==> config.mk <==
export PLATFORM = sky130hd
export DESIGN_NAME = spi_rx_ip_top
export DESIGN_NICKNAME = d
export VERILOG_FILES = /design/src/rtl/spi_pkg.sv /design/src/rtl/spi_sync.sv /design/src/rtl/spi_rx_ip_top.sv
export SDC_FILE = /design/constraint.sdc
export NUM_CORES = 1
export LEC_CHECK = 0
export ABC_CLOCK_PERIOD_IN_PS = 4000
export BUFFER_PORTS_ARGS = -buffer_cell sky130_fd_sc_hd__buf_2
export CAP_MARGIN = 40
export CORE_AREA = 2 2 55 57
export DETAILED_ROUTE_END_ITERATION = 8
export DIE_AREA = 0 0 57 59
export GPL_TIMING_DRIVEN = 0
export PLACE_DENSITY_LB_ADDON = 0.15
export RECOVER_POWER = 100
export SYNTH_ARGS = -nofsm -noshare
export SYNTH_HDL_FRONTEND = slang
export SYNTH_SLANG_ARGS = --single-unit
==> constraint.sdc <==
create_clock -name clk -period 4 [get_ports clk]
set_input_delay 0.2 -clock clk [delete_from_list [all_inputs] [get_ports clk]]
set_output_delay 0.2 -clock clk [all_outputs]
set_load 0.1 [all_outputs]
==> src/rtl/spi_pkg.sv <==
// rtl/spi_pkg.sv - shared SPI definitions: state encoding, data width, control/status bit positions
package spi_pkg;

  localparam int DATA_W = 8;

  // control register bit positions
  localparam int CTRL_ENABLE     = 0;
  localparam int CTRL_CLR_STATUS = 1;

  // status register bit positions
  localparam int STAT_OVERRUN    = 0;
  localparam int STAT_FRAME_ERR  = 1;

  typedef enum logic [1:0] {
    ST_IDLE  = 2'd0,
    ST_SHIFT = 2'd1,
    ST_END   = 2'd2
  } spi_state_e;

endpackage

==> src/rtl/spi_sync.sv <==
// rtl/spi_sync.sv - single-bit multi-flop synchronizer with configurable depth and reset value
module spi_sync #(
  parameter int   DEPTH   = 2,
  parameter logic RST_VAL = 1'b0
) (
  input  logic clk,
  input  logic reset,
  input  logic d_i,
  output logic q_o
);

  logic [DEPTH-1:0] sync_q;

  // shift the asynchronous input through DEPTH flops
  always_ff @(posedge clk or negedge reset) begin
    if (!reset) begin
      sync_q <= {DEPTH{RST_VAL}};
    end else begin
      sync_q[0] <= d_i;
      for (int i = 1; i < DEPTH; i++) begin
        sync_q[i] <= sync_q[i-1];
      end
    end
  end

  assign q_o = sync_q[DEPTH-1];

endmodule

==> src/rtl/spi_rx_ip_top.sv <==
// rtl/spi_rx_ip_top.sv - SPI mode-0 receiver with data/command tag, valid/ready output and sticky status
module spi_rx_ip_top
  import spi_pkg::*;
#(
  parameter int SYNC_STAGES = 2
) (
  input  logic              clk,
  input  logic              reset,
  input  logic [1:0]        control,
  input  logic              cs_in,
  input  logic              scl_in,
  input  logic              sda_in,
  input  logic              dc_in,
  output logic [DATA_W-1:0] data_out,
  output logic              dc_out,
  output logic              valid,
  input  logic              ready,
  output logic [1:0]        status
);

  localparam int CNT_W   = $clog2(DATA_W);
  localparam int FLUSH_W = $clog2(SYNC_STAGES + 1);

  logic cs_s, scl_s, sda_s, dc_s;
  logic cs_prev_q, scl_prev_q;
  logic [FLUSH_W-1:0] flush_q;
  logic flushed, cs_fall, cs_rise, scl_rise;
  logic enable, clr_status;

  spi_state_e        state_q, state_d;
  logic [CNT_W-1:0]  cnt_q, cnt_d;
  logic [DATA_W-1:0] shift_q, shift_d;
  logic              byte_done_q, byte_done_d;
  logic              dc_cap_q, dc_cap_d;
  logic              frame_err_set, overrun_set;

  logic [DATA_W-1:0] data_q, data_d;
  logic              dc_q, dc_d, valid_q, valid_d;
  logic              overrun_q, overrun_d, frame_err_q, frame_err_d;

  assign enable     = control[CTRL_ENABLE];
  assign clr_status = control[CTRL_CLR_STATUS];

  // cs idles high, so its synchronizer presets to 1 to avoid a phantom fall at reset
  spi_sync #(.DEPTH(SYNC_STAGES), .RST_VAL(1'b1)) u_sync_cs  (.clk(clk), .reset(reset), .d_i(cs_in),  .q_o(cs_s));
  spi_sync #(.DEPTH(SYNC_STAGES), .RST_VAL(1'b0)) u_sync_scl (.clk(clk), .reset(reset), .d_i(scl_in), .q_o(scl_s));
  spi_sync #(.DEPTH(SYNC_STAGES), .RST_VAL(1'b0)) u_sync_sda (.clk(clk), .reset(reset), .d_i(sda_in), .q_o(sda_s));
  spi_sync #(.DEPTH(SYNC_STAGES), .RST_VAL(1'b0)) u_sync_dc  (.clk(clk), .reset(reset), .d_i(dc_in),  .q_o(dc_s));

  assign flushed  = (flush_q == FLUSH_W'(SYNC_STAGES));
  assign scl_rise = scl_s & ~scl_prev_q;
  assign cs_fall  = cs_prev_q & ~cs_s;
  assign cs_rise  = ~cs_prev_q & cs_s;

  // edge history; cs history stays low until the synchronizers hold real samples,
  // so a cs already low when reset releases never looks like a fresh frame start
  always_ff @(posedge clk or negedge reset) begin
    if (!reset) begin
      flush_q    <= '0;
      scl_prev_q <= 1'b0;
      cs_prev_q  <= 1'b0;
    end else begin
      if (!flushed) flush_q <= flush_q + FLUSH_W'(1);
      scl_prev_q <= scl_s;
      cs_prev_q  <= flushed & cs_s;
    end
  end

  // receiver state register
  always_ff @(posedge clk or negedge reset) begin
    if (!reset) begin
      state_q     <= ST_IDLE;
      cnt_q       <= '0;
      shift_q     <= '0;
      byte_done_q <= 1'b0;
      dc_cap_q    <= 1'b0;
    end else begin
      state_q     <= state_d;
      cnt_q       <= cnt_d;
      shift_q     <= shift_d;
      byte_done_q <= byte_done_d;
      dc_cap_q    <= dc_cap_d;
    end
  end

  // next-state: frame start on cs fall, shift on scl rise, frame end on cs rise
  always_comb begin
    state_d       = state_q;
    cnt_d         = cnt_q;
    shift_d       = shift_q;
    byte_done_d   = 1'b0;
    dc_cap_d      = dc_cap_q;
    frame_err_set = 1'b0;
    case (state_q)
      ST_IDLE: begin
        if (cs_fall) begin
          state_d = ST_SHIFT;
          cnt_d   = '0;
          shift_d = '0;
        end
      end
      ST_SHIFT: begin
        if (cs_rise) begin
          state_d       = ST_END;
          frame_err_set = (cnt_q != '0);
        end else if (scl_rise) begin
          shift_d = {shift_q[DATA_W-2:0], sda_s};
          cnt_d   = cnt_q + CNT_W'(1);
          if (cnt_q == CNT_W'(DATA_W - 1)) begin
            byte_done_d = 1'b1;
            dc_cap_d    = dc_s;
          end
        end
      end
      ST_END:  state_d = ST_IDLE;
      default: state_d = ST_IDLE;
    endcase
    if (!enable) begin
      state_d       = ST_IDLE;
      byte_done_d   = 1'b0;
      frame_err_set = 1'b0;
    end
  end

  // output holding register and sticky flags; a set event beats a clear
  always_comb begin
    data_d      = data_q;
    dc_d        = dc_q;
    valid_d     = valid_q;
    overrun_set = 1'b0;
    if (byte_done_q) begin
      if (valid_q && !ready) begin
        overrun_set = 1'b1;
      end else begin
        data_d  = shift_q;
        dc_d    = dc_cap_q;
        valid_d = 1'b1;
      end
    end else if (valid_q && ready) begin
      valid_d = 1'b0;
    end
    overrun_d   = (overrun_q & ~clr_status) | overrun_set;
    frame_err_d = (frame_err_q & ~clr_status) | frame_err_set;
  end

  // output register update
  always_ff @(posedge clk or negedge reset) begin
    if (!reset) begin
      data_q      <= '0;
      dc_q        <= 1'b0;
      valid_q     <= 1'b0;
      overrun_q   <= 1'b0;
      frame_err_q <= 1'b0;
    end else begin
      data_q      <= data_d;
      dc_q        <= dc_d;
      valid_q     <= valid_d;
      overrun_q   <= overrun_d;
      frame_err_q <= frame_err_d;
    end
  end

  assign data_out                = data_q;
  assign dc_out                  = dc_q;
  assign valid                   = valid_q;
  assign status[STAT_OVERRUN]    = overrun_q;
  assign status[STAT_FRAME_ERR]  = frame_err_q;

endmodule

Word-level counts from Yosys, hierarchy flattened
Index checks and enable logic that the tools add are counted.

word-level totals
  input bits = 9
  flip-flop bits (word level) = 39
  output and inout bits = 12
  word-level logic and storage cells = 79

operators by class
  multiplexer cells = 25
  bitwise logic cells = 14
  $add $sub $neg = 2
  reduce and logical (&&, ||, !) cells = 12
  eq/ne operators = 9

operators by type and width
  operator             count
  $mux 8               3
  $pmux 8 s2           1
  $mux 1               13
  $mux 3               3
  $ne 2x2->1 const B   4
  $reduce_and 4->1     2
  $and 1x1->1          6
  $mux 2               3
  $ne 3x3->1 const B   2
  $not 1->1            6
  $pmux 3 s2           1
  $reduce_and 2->1     3
  $pmux 2 s2           1
  $reduce_bool 2->1    2
  $add 3x1->3 const B  1
  $eq 3x3->1 const B   1
  $reduce_bool 3->1    1
  $add 2x1->2 const B  1
  $eq 2x1->1 const B   1
  $eq 2x2->1 const B   1
  $logic_and 1x1->1    2
  $logic_not 2->1      1
  $or 1x1->1           2
  $logic_not 1->1      1

Longest topological paths before layout
Gate-level depths: netlist of run 1.

  word-level depth = 6
  gate-level depth with buffers = 5
  depth with buffers taken out = 5

Modules after synthesis
From an unflattened synthesis of run 1, not the netlist that was laid out.

unflattened totals
  cells, all modules = 115
  area, all modules = 1530.2 um^2

by module, submodules not included
  module                    sequential area each (um^2)  area an instance (um^2)  cells an instance  times used
  spi_rx_ip_top             775.7                        1327.5                   107                1
  spi_sync (u_sync_dc ...)  50.0                         50.0                     2                  3
  spi_sync (u_sync_cs)      52.6                         52.6                     2                  1

Least setup slack after synthesis of run 1
No wires, ideal clock.

  path type = reg2reg
  from = reg valid_q, in the netlist valid
  to = reg data_q[0], in the netlist data_out[0]
  arrival = 1.718 ns
  clock period less this slack = 1.843 ns
  path buffers = 0
  library setup time = 0.126 ns
  stages on the path, launching flop included = 4
  path slack = 2.157 ns
  data required time = 3.874 ns
  cell sequence = dfrtp_1 nand2b_1 nand2_1 mux2_2

between the ends
  word-level cells in the longest chain between the ends = 3

ends and longest elaborated chain
  element                     RTL line              RTL
  start: declaration          spi_rx_ip_top.sv:38   logic dc_q, dc_d, valid_q, valid_d;
  start signal: assignment    spi_rx_ip_top.sv:157  valid_q <= valid_d;
  $logic_and 1x1->1           spi_rx_ip_top.sv:132  if (valid_q && !ready) begin
  $not 1->1 (no line)         --
  $reduce_and 2->1 (no line)  --
  end signal: assignment      spi_rx_ip_top.sv:155  data_q <= data_d;
  end: declaration            spi_rx_ip_top.sv:37   logic [DATA_W-1:0] data_q, data_d;

Every way passes these cells.
A chain may end at the register's enable or synchronous reset.

Worst setup path in the final report of run 1
  from = reg state_q[0]
  to = reg shift_q[0]

between the ends
  word-level cells in the longest chain between the ends = 3
  elaborated cells between the ends (all ways) = 8
  classes of those cells = 4 x eq/ne; 1 x mux; 3 x reduce/logical

ends and longest elaborated chain
  element                                                    RTL line             RTL
  start: declaration                                         spi_rx_ip_top.sv:30  spi_state_e state_q, state_d;
  start signal: assignment                                   spi_rx_ip_top.sv:78  state_q <= state_d;
  $eq 2x1->1 or $logic_not 2->1 (tied branches)              spi_rx_ip_top.sv:94  case (state_q)
  $ne 2x2->1 (no line) or $reduce_bool 2->1 (tied branches)  --
  $reduce_and 4->1 (no line)                                 --
  end signal: assignment                                     spi_rx_ip_top.sv:80  shift_q <= shift_d;
  end: declaration                                           spi_rx_ip_top.sv:32  logic [DATA_W-1:0] shift_q, shift_d;

Several ways; a longest one is shown, not always the timed one.

==> flow_metrics.env, run 1 <==
export IMPL_outcome="complete, but fails checks"
export IMPL_violations="capacitance limit, slew limit"
export IMPL_cts_root_buffer="clkbuf_4"
export IMPL_multi_input_area_um2=467
export IMPL_wl_per_cell_um=12.8
export IMPL_crit_chain="clkbuf_1, or3b_2, a31oi_1, clkbuf_1, mux2i_1"
export IMPL_endpoint_kind="register"
export IMPL_port_buffers=20
export IMPL_async_reset_ff_frac=1.00
export IMPL_ys_seq_elements=39
export IMPL_first_global_vias=996
export IMPL_avgViaCountPerCell=5.27
export IMPL_drv_cap=1
export IMPL_final_common_cell="dfrtp_1"
export IMPL_yosysSeqAreaShare=0.624
export IMPL_die_w_um=57
export IMPL_grt_max_degree=40
export IMPL_drt_pass1_iter_count=4
export IMPL_reg2reg_to="shift_q[0]$_DFFE_PN0P_"
export IMPL_leakage_nw=0.855
export IMPL_hold_viol_final=0
export IMPL_r2r_start="state_q[0]$_DFFE_PN0P_"
export IMPL_crit_start="state_q[0]$_DFFE_PN0P_"
export IMPL_synth_top_area_cell="dfrtp_1"
export IMPL_ctsResizeCount=0
export IMPL_p_clk_frac=0.378
export IMPL_fin_ws_ps=1740
export IMPL_min_to="state_q[0]$_DFFE_PN0P_"
export IMPL_cts_sinks=39
export IMPL_drc=0
export IMPL_num_rows=19
export IMPL_fin_crit_sh=0.564
export IMPL_die_area_um2=3360
export IMPL_antenna_found_initial=0
export IMPL_route_vias_total=965
export IMPL_final_util=0.659
export IMPL_synthTopCellsByArea="dfrtp_1, mux2_2, mux2i_1"
export IMPL_num_antenna_cells=0
export IMPL_yosysTopAreaCellShare=0.590
export IMPL_synth_avg_cell_area_um2=13.2
export IMPL_fmax_mhz=443
export IMPL_slew_viol_final=40
export IMPL_place_gp_congestion=0.727
export IMPL_drtIter0Drc=6
export IMPL_netlist_area_um2=1570
export IMPL_num_fill_cells=218
export IMPL_totalNegativeSetupSlack_ps=0
export IMPL_skew_ps=3.63
export IMPL_drtAntennaViolNets=0
export IMPL_dp_worst_setup_slack_ps=2450
export IMPL_timing_critical_path_slowest_cell_delay_ps=590
export IMPL_p_sw_uw=157
export IMPL_finalNetCount=164
export IMPL_postLayoutCellArea_um2=1790
export IMPL_cts_htree_levels=2
export IMPL_syn_to_final_growth_pct=13.9
export IMPL_start_util=0.579
export IMPL_grt_pass1_wl_um=4140
export IMPL_p_comb_frac=0.059
export IMPL_worst_slew_pin_slew_ps=1980
export IMPL_place_area_um2=1710
export IMPL_worstHoldPathCells=3
export IMPL_slowest_stage="clkbuf_1"
export IMPL_r2r_cells=5
export IMPL_finalHoldWorstSlack_ps=112
export IMPL_hp_class="input port to register"
export IMPL_ios=21
export IMPL_ys_warn_count=0
export IMPL_start_kind="register"
export IMPL_power_uw=727
export IMPL_power_internal_uw=569
export IMPL_numCtsBuffers=5
export IMPL_clock_latency_ps=350
export IMPL_drive_gt1_frac=0.191
export IMPL_hpwlAfterDp_um=1600
export IMPL_layout_common_cells="dfrtp_1, nand2_1, clkbuf_1, inv_1, mux2i_1"
export IMPL_dp_cells=170
export IMPL_ys_types=25
export IMPL_grt_remaining_overflow=0
export IMPL_cp_required_ps=4270
export IMPL_clk_pin_slew_worst_paths_ps=110
export IMPL_relSlewSlack=-0.317
export IMPL_finalNonFillerCells=183
export IMPL_syn_instance_count=119
export IMPL_switching_share=0.216
export IMPL_r2r_slack_ps=1740
export IMPL_path_common_cell="clkbuf_1"
export IMPL_crit_type="register to register"
export IMPL_synth_nets=132
export IMPL_p_seq_frac=0.564
export IMPL_p_per_area_nw_per_um2=407
export IMPL_path_max_fanout=10
export IMPL_die_h_um=59
export IMPL_cp_arrival_ps=2530
export IMPL_fin_crit_ps=2260
export IMPL_grt_use_total=0.170
export IMPL_hp_start="control[0]"
export IMPL_core_area_um2=2710
export IMPL_ir_worst_vdd_mv=0.386
export IMPL_routed_wl_um=2330
export IMPL_cts_max_path_buffers=2
export IMPL_rsz0062_at_grt="no"
export IMPL_synth_main_ff_cell="dfrtp_1"
export IMPL_cts_tree="built"
export IMPL_regArea_um2=978
export IMPL_setup_viol=0
export IMPL_synth_edf_count=0
==> worst max-delay path by stage <==
stage                     slack [ps]  cells after the start                       to
after floorplan                 2160                      3  data_out[0]$_DFFE_PN0P_
after global placement          2490                      5     dc_cap_q$_DFFE_PN0P_
after detailed placement        2450                      5   shift_q[0]$_DFFE_PN0P_
after CTS                       2420                      5   shift_q[0]$_DFFE_PN0P_
after global routing            1540                      2      cs_prev_q$_DFF_PN0_
final                           1740                      5   shift_q[0]$_DFFE_PN0P_
==> metal layers <==
layer  track usage  part of all wire  up-vias
met1         0.191              0.46      478
met2         0.278              0.45       27
met5             0                 0        -
met3        0.0480             0.060        8
met4         0.123             0.033        0
li1              -                 -      452
==> cells in the mapped netlist (2+ instances only) <==
cell	count
mux2_2	10
dfrtp_1	37
nor4_1	2
dfstp_2	2
mux2i_1	11
nand2_1	17
o21ai_0	2
buf_4	2
inv_1	15
ha_1	4
nand2b_1	3
==> logic make-up after synthesis <==
family,share of synthesized area
AO/OA/AOI/OAI,0.0343
adder cells (fa/ha/maj),0.0319
AND/OR/NAND/NOR,0.0949
flip-flops,0.624
buffers and inverters,0.0678
XOR/XNOR,0.00558
multiplexers,0.142
==> timing repair <==
item | 4_1_cts | 5_1_grt
hold endpoints to repair | 41 | 0
buffers inserted | 0 | 0
hold buffers | 5 | 0
==> sequential cells by signal, summed over array words and instances (netlist names), 2 cells and up <==
register / cells
cnt_q: 3
data_out: 8
flush_q: 2
shift_q: 8
state_q: 2
u_sync_cs.sync_q: 2
u_sync_dc.sync_q: 2
u_sync_scl.sync_q: 2
u_sync_sda.sync_q: 2
==> layout make-up <==
type | instances | share of cell area
sequential | 39 | 0.548
multi-input combinational | 60 | 0.261
timing repair buffer | 25 | 0.0749
inverter | 15 | 0.0315
clock buffer | 6 | 0.0287
tap | 31 | 0.0217
clock inverter | 2 | 0.0196
buffer | 5 | 0.0147
==> power groups by stage <==
| stage | sequential [mW] | combinational (mW) | clock [mW] |
|---|---|---|---|
| after floorplan | 0.416 | 0.0291 | 0 |
| after global placement | 0.417 | 0.0438 | 0 |
| after detailed placement | 0.418 | 0.0459 | 0 |
| after CTS | 0.410 | 0.0497 | 0.282 |
| after global routing | 0.411 | 0.0491 | 0.297 |
| final | 0.410 | 0.0427 | 0.274 |
==> worst max-delay path, delay by kind of cell (launching register included) <==
family	cells	cell delay, ps
AOI/OAI and AO/OA	1	280
DFF	1	370
and+or+nand+nor	1	470
muxes	1	280
buffers and inverters	2	770
No activity file was read; power rests on OpenSTA's default activity.
==> run 2: changes to the inputs <==
--- a/config.mk
+++ b/config.mk
@@ -5,12 +5,13 @@
 export SDC_FILE = /design/constraint.sdc
 export NUM_CORES = 1
 export LEC_CHECK = 0
-export ABC_CLOCK_PERIOD_IN_PS = 4000
+export ABC_AREA = 1
+export ABC_CLOCK_PERIOD_IN_PS = 2280
 export BUFFER_PORTS_ARGS = -buffer_cell sky130_fd_sc_hd__buf_2
 export CAP_MARGIN = 40
-export CORE_AREA = 2 2 55 57
+export CORE_AREA = 2 2 57 59
 export DETAILED_ROUTE_END_ITERATION = 8
-export DIE_AREA = 0 0 57 59
+export DIE_AREA = 0 0 59 61
 export GPL_TIMING_DRIVEN = 0
 export PLACE_DENSITY_LB_ADDON = 0.15
 export RECOVER_POWER = 100
==> constraint.sdc (replaced) <==
create_clock -name clk -period 2.28 [get_ports clk]
set_input_delay 0.114 -clock clk [delete_from_list [all_inputs] [get_ports clk]]
set_output_delay 0.114 -clock clk [all_outputs]
set_load 0.1 [all_outputs]
==> run 2 against run 1 <==
  * Via count is 21% higher
  * Non-clock buffer count increased by 4
  * Sequential share of layout area decreased by 2.3 points
  * Clock power increased by 72%
  * Worst hold slack got worse by 25 ps
  * Synthesized area grew 2.1%
  * Worst setup slack worse by 1200 ps
  * The run now ends clean
==> flow_metrics.env, run 2 <==
export IMPL_endpoint_kind="output port"
export IMPL_num_fill_cells=261
export IMPL_wl_per_cell_um=11.3
export IMPL_syn_to_final_growth_pct=16.4
export IMPL_worstHoldPathCells=4
export IMPL_num_rows=20
export IMPL_route_vias_total=1169
export IMPL_avgViaCountPerCell=4.93
export IMPL_final_common_cell="nand2_1"
export IMPL_antenna_found_initial=0
export IMPL_layout_common_cells="nand2_1, dfrtp_1, inv_1, nand3_1, nor2_1"
export IMPL_hp_start="ready"
export IMPL_totalNegativeSetupSlack_ps=0
export IMPL_reg2reg_to="shift_q[6]$_DFFE_PN0P_"
export IMPL_relSlewSlack=0.221
export IMPL_yosys_top_cells_count="nand2_1, dfrtp_1, inv_1, nand3_1, nor2_1"
export IMPL_skew_ps=5.95
export IMPL_drtIter0Drc=55
export IMPL_min_to="valid$_DFFE_PN0P_"
export IMPL_cts_sinks=39
export IMPL_crit_start="overrun_q$_DFF_PN0_"
export IMPL_post_synth_top_count_cell="nand2_1"
export IMPL_yosysTopAreaCellShare=0.578
export IMPL_r2r_start="u_sync_cs.sync_q[1]$_DFF_PN1_"
export IMPL_cts_htree_levels=2
export IMPL_path_max_fanout=2
export IMPL_regArea_um2=978
export IMPL_setup_viol=0
export IMPL_drt_pass1_iter_count=4
export IMPL_hpwlAfterDp_um=1900
export IMPL_die_area_um2=3600
export IMPL_ys_seq_elements=39
export IMPL_dp_cells=222
export IMPL_drc=0
export IMPL_ir_worst_vdd_mv=0.418
export IMPL_ios=21
export IMPL_num_antenna_cells=0
export IMPL_ys_types=20
export IMPL_die_h_um=61
export IMPL_synth_avg_cell_area_um2=9.48
export IMPL_fin_ws_ps=514
export IMPL_cts_root_buffer="clkbuf_4"
export IMPL_start_util=0.542
export IMPL_grt_use_total=0.182
export IMPL_cts_max_path_buffers=2
export IMPL_synth_nets=182
export IMPL_die_w_um=59
export IMPL_crit_type="register to output port"
export IMPL_synth_top_area_cell="dfrtp_1"
export IMPL_syn_instance_count=169
export IMPL_drv_cap=0
export IMPL_r2r_slack_ps=820
export IMPL_hp_class="input port to register"
export IMPL_ctsResizeCount=0
export IMPL_finalNonFillerCells=237
export IMPL_clock_latency_ps=350
export IMPL_place_gp_congestion=0.884
export IMPL_numCtsBuffers=5
export IMPL_yosysSeqAreaShare=0.611
export IMPL_outcome="complete, no violations"
export IMPL_port_buffers=20
export IMPL_fin_crit_sh=0.774
export IMPL_rsz0062_at_grt="no"
export IMPL_cts_tree="built"
export IMPL_drive_gt1_frac=0.127
export IMPL_synthTopCellsByArea="dfrtp_1, nand2_1, inv_1"
export IMPL_async_reset_ff_frac=1.00
export IMPL_core_area_um2=2950
export IMPL_drtAntennaViolNets=0
export IMPL_synth_main_ff_cell="dfrtp_1"
export IMPL_grt_pass1_wl_um=4630
export IMPL_start_kind="register"
export IMPL_r2r_cells=5
export IMPL_finalNetCount=216
export IMPL_netlist_area_um2=1600
export IMPL_leakage_nw=0.970
export IMPL_hold_viol_final=0
export IMPL_ys_warn_count=0
export IMPL_first_global_vias=1121
export IMPL_p_per_area_nw_per_um2=679
export IMPL_worst_slew_pin_slew_ps=1170
export IMPL_clk_pin_slew_worst_paths_ps=100
export IMPL_routed_wl_um=2680
export IMPL_slew_viol_final=0
export IMPL_dp_worst_setup_slack_ps=1010
export IMPL_grt_remaining_overflow=0
export IMPL_cp_arrival_ps=1650
export IMPL_power_mw=1.27
export IMPL_fin_crit_ps=1770
export IMPL_fmax_mhz=566
export IMPL_post_cts_setup_buffers=0
export IMPL_multi_input_area_um2=454
export IMPL_grt_max_degree=40
export IMPL_synth_edf_count=0
export IMPL_cp_required_ps=2170
export IMPL_postCtsHoldBufs=7
export IMPL_final_util=0.631
-- run 2: cells by family (layout without fill, tap and decap cells) --
kind of cell / Yosys count / after routing / share of synthesized area
adder cells (fa/ha/maj): 4 / 4 / 0.0313
XOR/XNOR: 1 / 1 / 0.00547
AO/OA/AOI/OAI: 12 / 12 / 0.0391
buffers and inverters: 34 / 69 / 0.0977
flip-flops: 39 / 39 / 0.611
AND/OR/NAND/NOR: 79 / 79 / 0.216
-- run 2: layer usage --
layer | vias up | GRT usage | part of all wire
li1 | 586 | - | -
met1 | 538 | 0.202 | 0.43
met2 | 36 | 0.297 | 0.48
met3 | 9 | 0.0490 | 0.056
met4 | 0 | 0.140 | 0.032
met5 | - | 0 | 0
-- run 2: stage by stage --
stage / hold WS, ps / cell area (um2)
floorplan: -182 / 1600
global placement: 220 / 1740
detailed placement: 220 / 1740
CTS: 101 / 1900
global route: 115 / 1860
finish: 87.0 / 1860
-- run 2: area by class of cell --
| type | count | area share |
|---|---|---|
| Timing Repair Buffer | 27 | 0.0839 |
| Clock inverter | 2 | 0.0188 |
| Multi-Input combinational cell | 96 | 0.244 |
| Buffer | 7 | 0.0248 |
| Tap cell | 33 | 0.0221 |
| Sequential cell | 39 | 0.525 |
| Clock buffer | 6 | 0.0275 |
| Inverter | 27 | 0.0544 |
-- run 2: how the worst max path moves through the flow --
| stage | slack, ps | end |
|---|---|---|
| 5_1_grt | 450 | status[0] |
| 2_1_floorplan | 610 | data_out[6]$_DFFE_PN0P_ |
| 6_report | 510 | status[0] |
| 4_1_cts | 930 | status[1] |
| 3_5_place_dp | 1010 | dc_cap_q$_DFFE_PN0P_ |
| 3_3_place_gp | 1050 | dc_cap_q$_DFFE_PN0P_ |
-- run 2: where the power goes --
part           switching [mW]  total, mW  internal, mW  leakage, nW
Sequential            0.00891      0.716         0.708        0.512
Clock                   0.212      0.471         0.259       0.0482
Combinational          0.0480     0.0775        0.0294        0.410
Total                   0.269       1.27         0.996        0.970
-- run 2: critical path: stages (launching register included) --
cell and delay [ps]:
dfrtp_1 360, buf_4 100, clkbuf_1 850
==> run 3: changes to the inputs <==
--- a/config.mk
+++ b/config.mk
@@ -5,8 +5,8 @@
 export SDC_FILE = /design/constraint.sdc
 export NUM_CORES = 1
 export LEC_CHECK = 0
-export ABC_AREA = 1
-export ABC_CLOCK_PERIOD_IN_PS = 2280
+export ABC_AREA = 0
+export ABC_CLOCK_PERIOD_IN_PS = 1800
 export BUFFER_PORTS_ARGS = -buffer_cell sky130_fd_sc_hd__buf_2
 export CAP_MARGIN = 40
 export CORE_AREA = 2 2 57 59
==> constraint.sdc (replaced) <==
create_clock -name clk -period 1.8 [get_ports clk]
set_input_delay 0.09 -clock clk [delete_from_list [all_inputs] [get_ports clk]]
set_output_delay 0.09 -clock clk [all_outputs]
set_load 0.1 [all_outputs]
==> run 3 against run 2 <==
  * Combinational power grew 39%
  * Total power grew 13%
  * Clock skew grew 1.9 ps
  * Wire length shrank 11%
  * Die area is the same
  * Largest cell class unchanged
==> flow_metrics.env, run 3 (synthesized netlist as in run 1, its figures left out) <==
export IMPL_grt_remaining_overflow=0
export IMPL_p_seq_frac=0.634
export IMPL_cts_sinks=39
export IMPL_cts_tree="built"
export IMPL_drive_gt1_frac=0.281
export IMPL_hold_viol_final=0
export IMPL_core_area_um2=2950
export IMPL_clk_pin_slew_worst_paths_ps=100
export IMPL_p_sw_uw=336
export IMPL_drc=0
export IMPL_fin_crit_ps=1580
export IMPL_r2r_cells=5
export IMPL_setup_viol=0
export IMPL_finalNonFillerCells=186
export IMPL_switching_share=0.234
export IMPL_crit_type="register to register"
export IMPL_crit_end="shift_q[3]$_DFFE_PN0P_"
export IMPL_cts_htree_levels=2
export IMPL_multi_input_area_um2=482
export IMPL_num_rows=20
export IMPL_path_max_fanout=10
export IMPL_die_area_um2=3600
export IMPL_drtAntennaViolNets=0
export IMPL_place_gp_congestion=0.742
export IMPL_final_common_cell="dfrtp_1"
export IMPL_slew_viol_final=0
export IMPL_r2r_slack_ps=220
export IMPL_totalNegativeSetupSlack_ps=0
export IMPL_start_kind="register"
export IMPL_rsz0062_at_grt="no"
export IMPL_clock_latency_ps=340
export IMPL_finalNetCount=165
export IMPL_reg2reg_to="shift_q[3]$_DFFE_PN0P_"
export IMPL_ios=21
export IMPL_grt_use_total=0.167
export IMPL_ir_worst_vdd_mv=0.527
export IMPL_drt_pass1_iter_count=4
export IMPL_leakage_nw=0.898
export IMPL_layout_common_cells="dfrtp_1, nand2_1, inv_1, clkbuf_2, mux2i_1"
export IMPL_power_internal_mw=1.10
export IMPL_antenna_found_initial=0
export IMPL_num_antenna_cells=0
export IMPL_grt_max_degree=40
export IMPL_outcome="complete, no violations"
export IMPL_post_cts_setup_buffers=0
export IMPL_wl_per_cell_um=12.8
export IMPL_port_buffers=20
export IMPL_fin_ws_ps=219
export IMPL_p_per_area_nw_per_um2=789
export IMPL_hp_class="input port to register"
export IMPL_endpoint_kind="register"
export IMPL_worst_slew_pin_slew_ps=913
export IMPL_drv_cap=0
export IMPL_routed_wl_um=2380
export IMPL_die_h_um=61
export IMPL_avgViaCountPerCell=5.06
export IMPL_grt_pass1_wl_um=4150
export IMPL_p_comb_frac=0.075
export IMPL_cts_root_buffer="clkbuf_4"
export IMPL_numCtsBuffers=5
export IMPL_dp_cells=172
export IMPL_dp_worst_setup_slack_ps=249
export IMPL_cp_arrival_ps=1840
export IMPL_die_w_um=59
export IMPL_relSlewSlack=0.392
export IMPL_num_fill_cells=243
export IMPL_drtIter0Drc=24
export IMPL_r2r_start="state_q[0]$_DFFE_PN0P_"
export IMPL_route_vias_total=941
export IMPL_first_global_vias=951
export IMPL_p_clk_frac=0.291
export IMPL_crit_start="state_q[0]$_DFFE_PN0P_"
export IMPL_cts_max_path_buffers=2
export IMPL_skew_ps=7.83
export IMPL_hpwlAfterDp_um=1650
export IMPL_cp_required_ps=2060
export IMPL_start_util=0.531
export IMPL_regArea_um2=980
export IMPL_finalHoldWorstSlack_ps=22.0
export IMPL_syn_to_final_growth_pct=15.9
export IMPL_fin_crit_sh=0.878
export IMPL_fmax_mhz=633
==> run 3: routing by layer <==
metal  global-route usage  routed length, um
met1                0.193               1060
met2                0.275               1170
met3               0.0640                 98
met4               0.0779                 50
met5                    0                  0
==> run 3: worst max-delay path: stages, from the launching register on <==
cell	delay [ps]
dfrtp_1	390
buf_6	130
or3b_1	390
a31oi_4	230
buf_12	170
mux2i_1	200
==> run 3: layout make-up <==
| type | count | area share |
|---|---|---|
| sequential | 39 | 0.539 |
| multi-input combinational | 60 | 0.265 |
| timing repair buffer | 26 | 0.0880 |
| inverter | 15 | 0.0309 |
| buffer | 5 | 0.0275 |
| clock buffer | 7 | 0.0248 |
| tap | 33 | 0.0227 |
| clock inverter | 1 | 0.00275 |
==> run 3: stage by stage <==
step                instance area (um2)   util  power (mW)
global placement                   1710  0.580        1.02
global route                       1820  0.616        1.51
floorplan                          1570      -       0.989
finish                             1820  0.616        1.44
detailed placement                 1710  0.580        1.03
CTS                                1820  0.617        1.47
==> run 3: worst min-delay path by stage <==
| stage | start | to | slack, ps | cells past startpoint |
|---|---|---|---|---|
| final | control[0] | state_q[0]$_DFFE_PN0P_ | 20 | 3 |
| after detailed placement | cs_in | u_sync_cs.sync_q[0]$_DFF_PN1_ | 200 | 1 |
| after global placement | cs_in | u_sync_cs.sync_q[0]$_DFF_PN1_ | 190 | 1 |
| after floorplan | reset | byte_done_q$_DFF_PN0_ | -210 | 0 |
| after global routing | control[0] | state_q[0]$_DFFE_PN0P_ | 20 | 3 |
| after CTS | control[0] | state_q[0]$_DFFE_PN0P_ | 5 | 3 |
==> run 3: what timing repair did <==
item / in CTS / in global routing
endpoints found under the hold margin: 42 / 0
hold buffers: 6 / 0
resized for setup: 0 / 0
==> run 3: power groups by stage <==
stage | clock (mW) | sequential, mW | combinational (mW)
2_1_floorplan | 0 | 0.925 | 0.0646
3_3_place_gp | 0 | 0.926 | 0.0983
3_5_place_dp | 0 | 0.929 | 0.101
4_1_cts | 0.441 | 0.912 | 0.112
5_1_grt | 0.480 | 0.914 | 0.120
6_report | 0.417 | 0.911 | 0.108
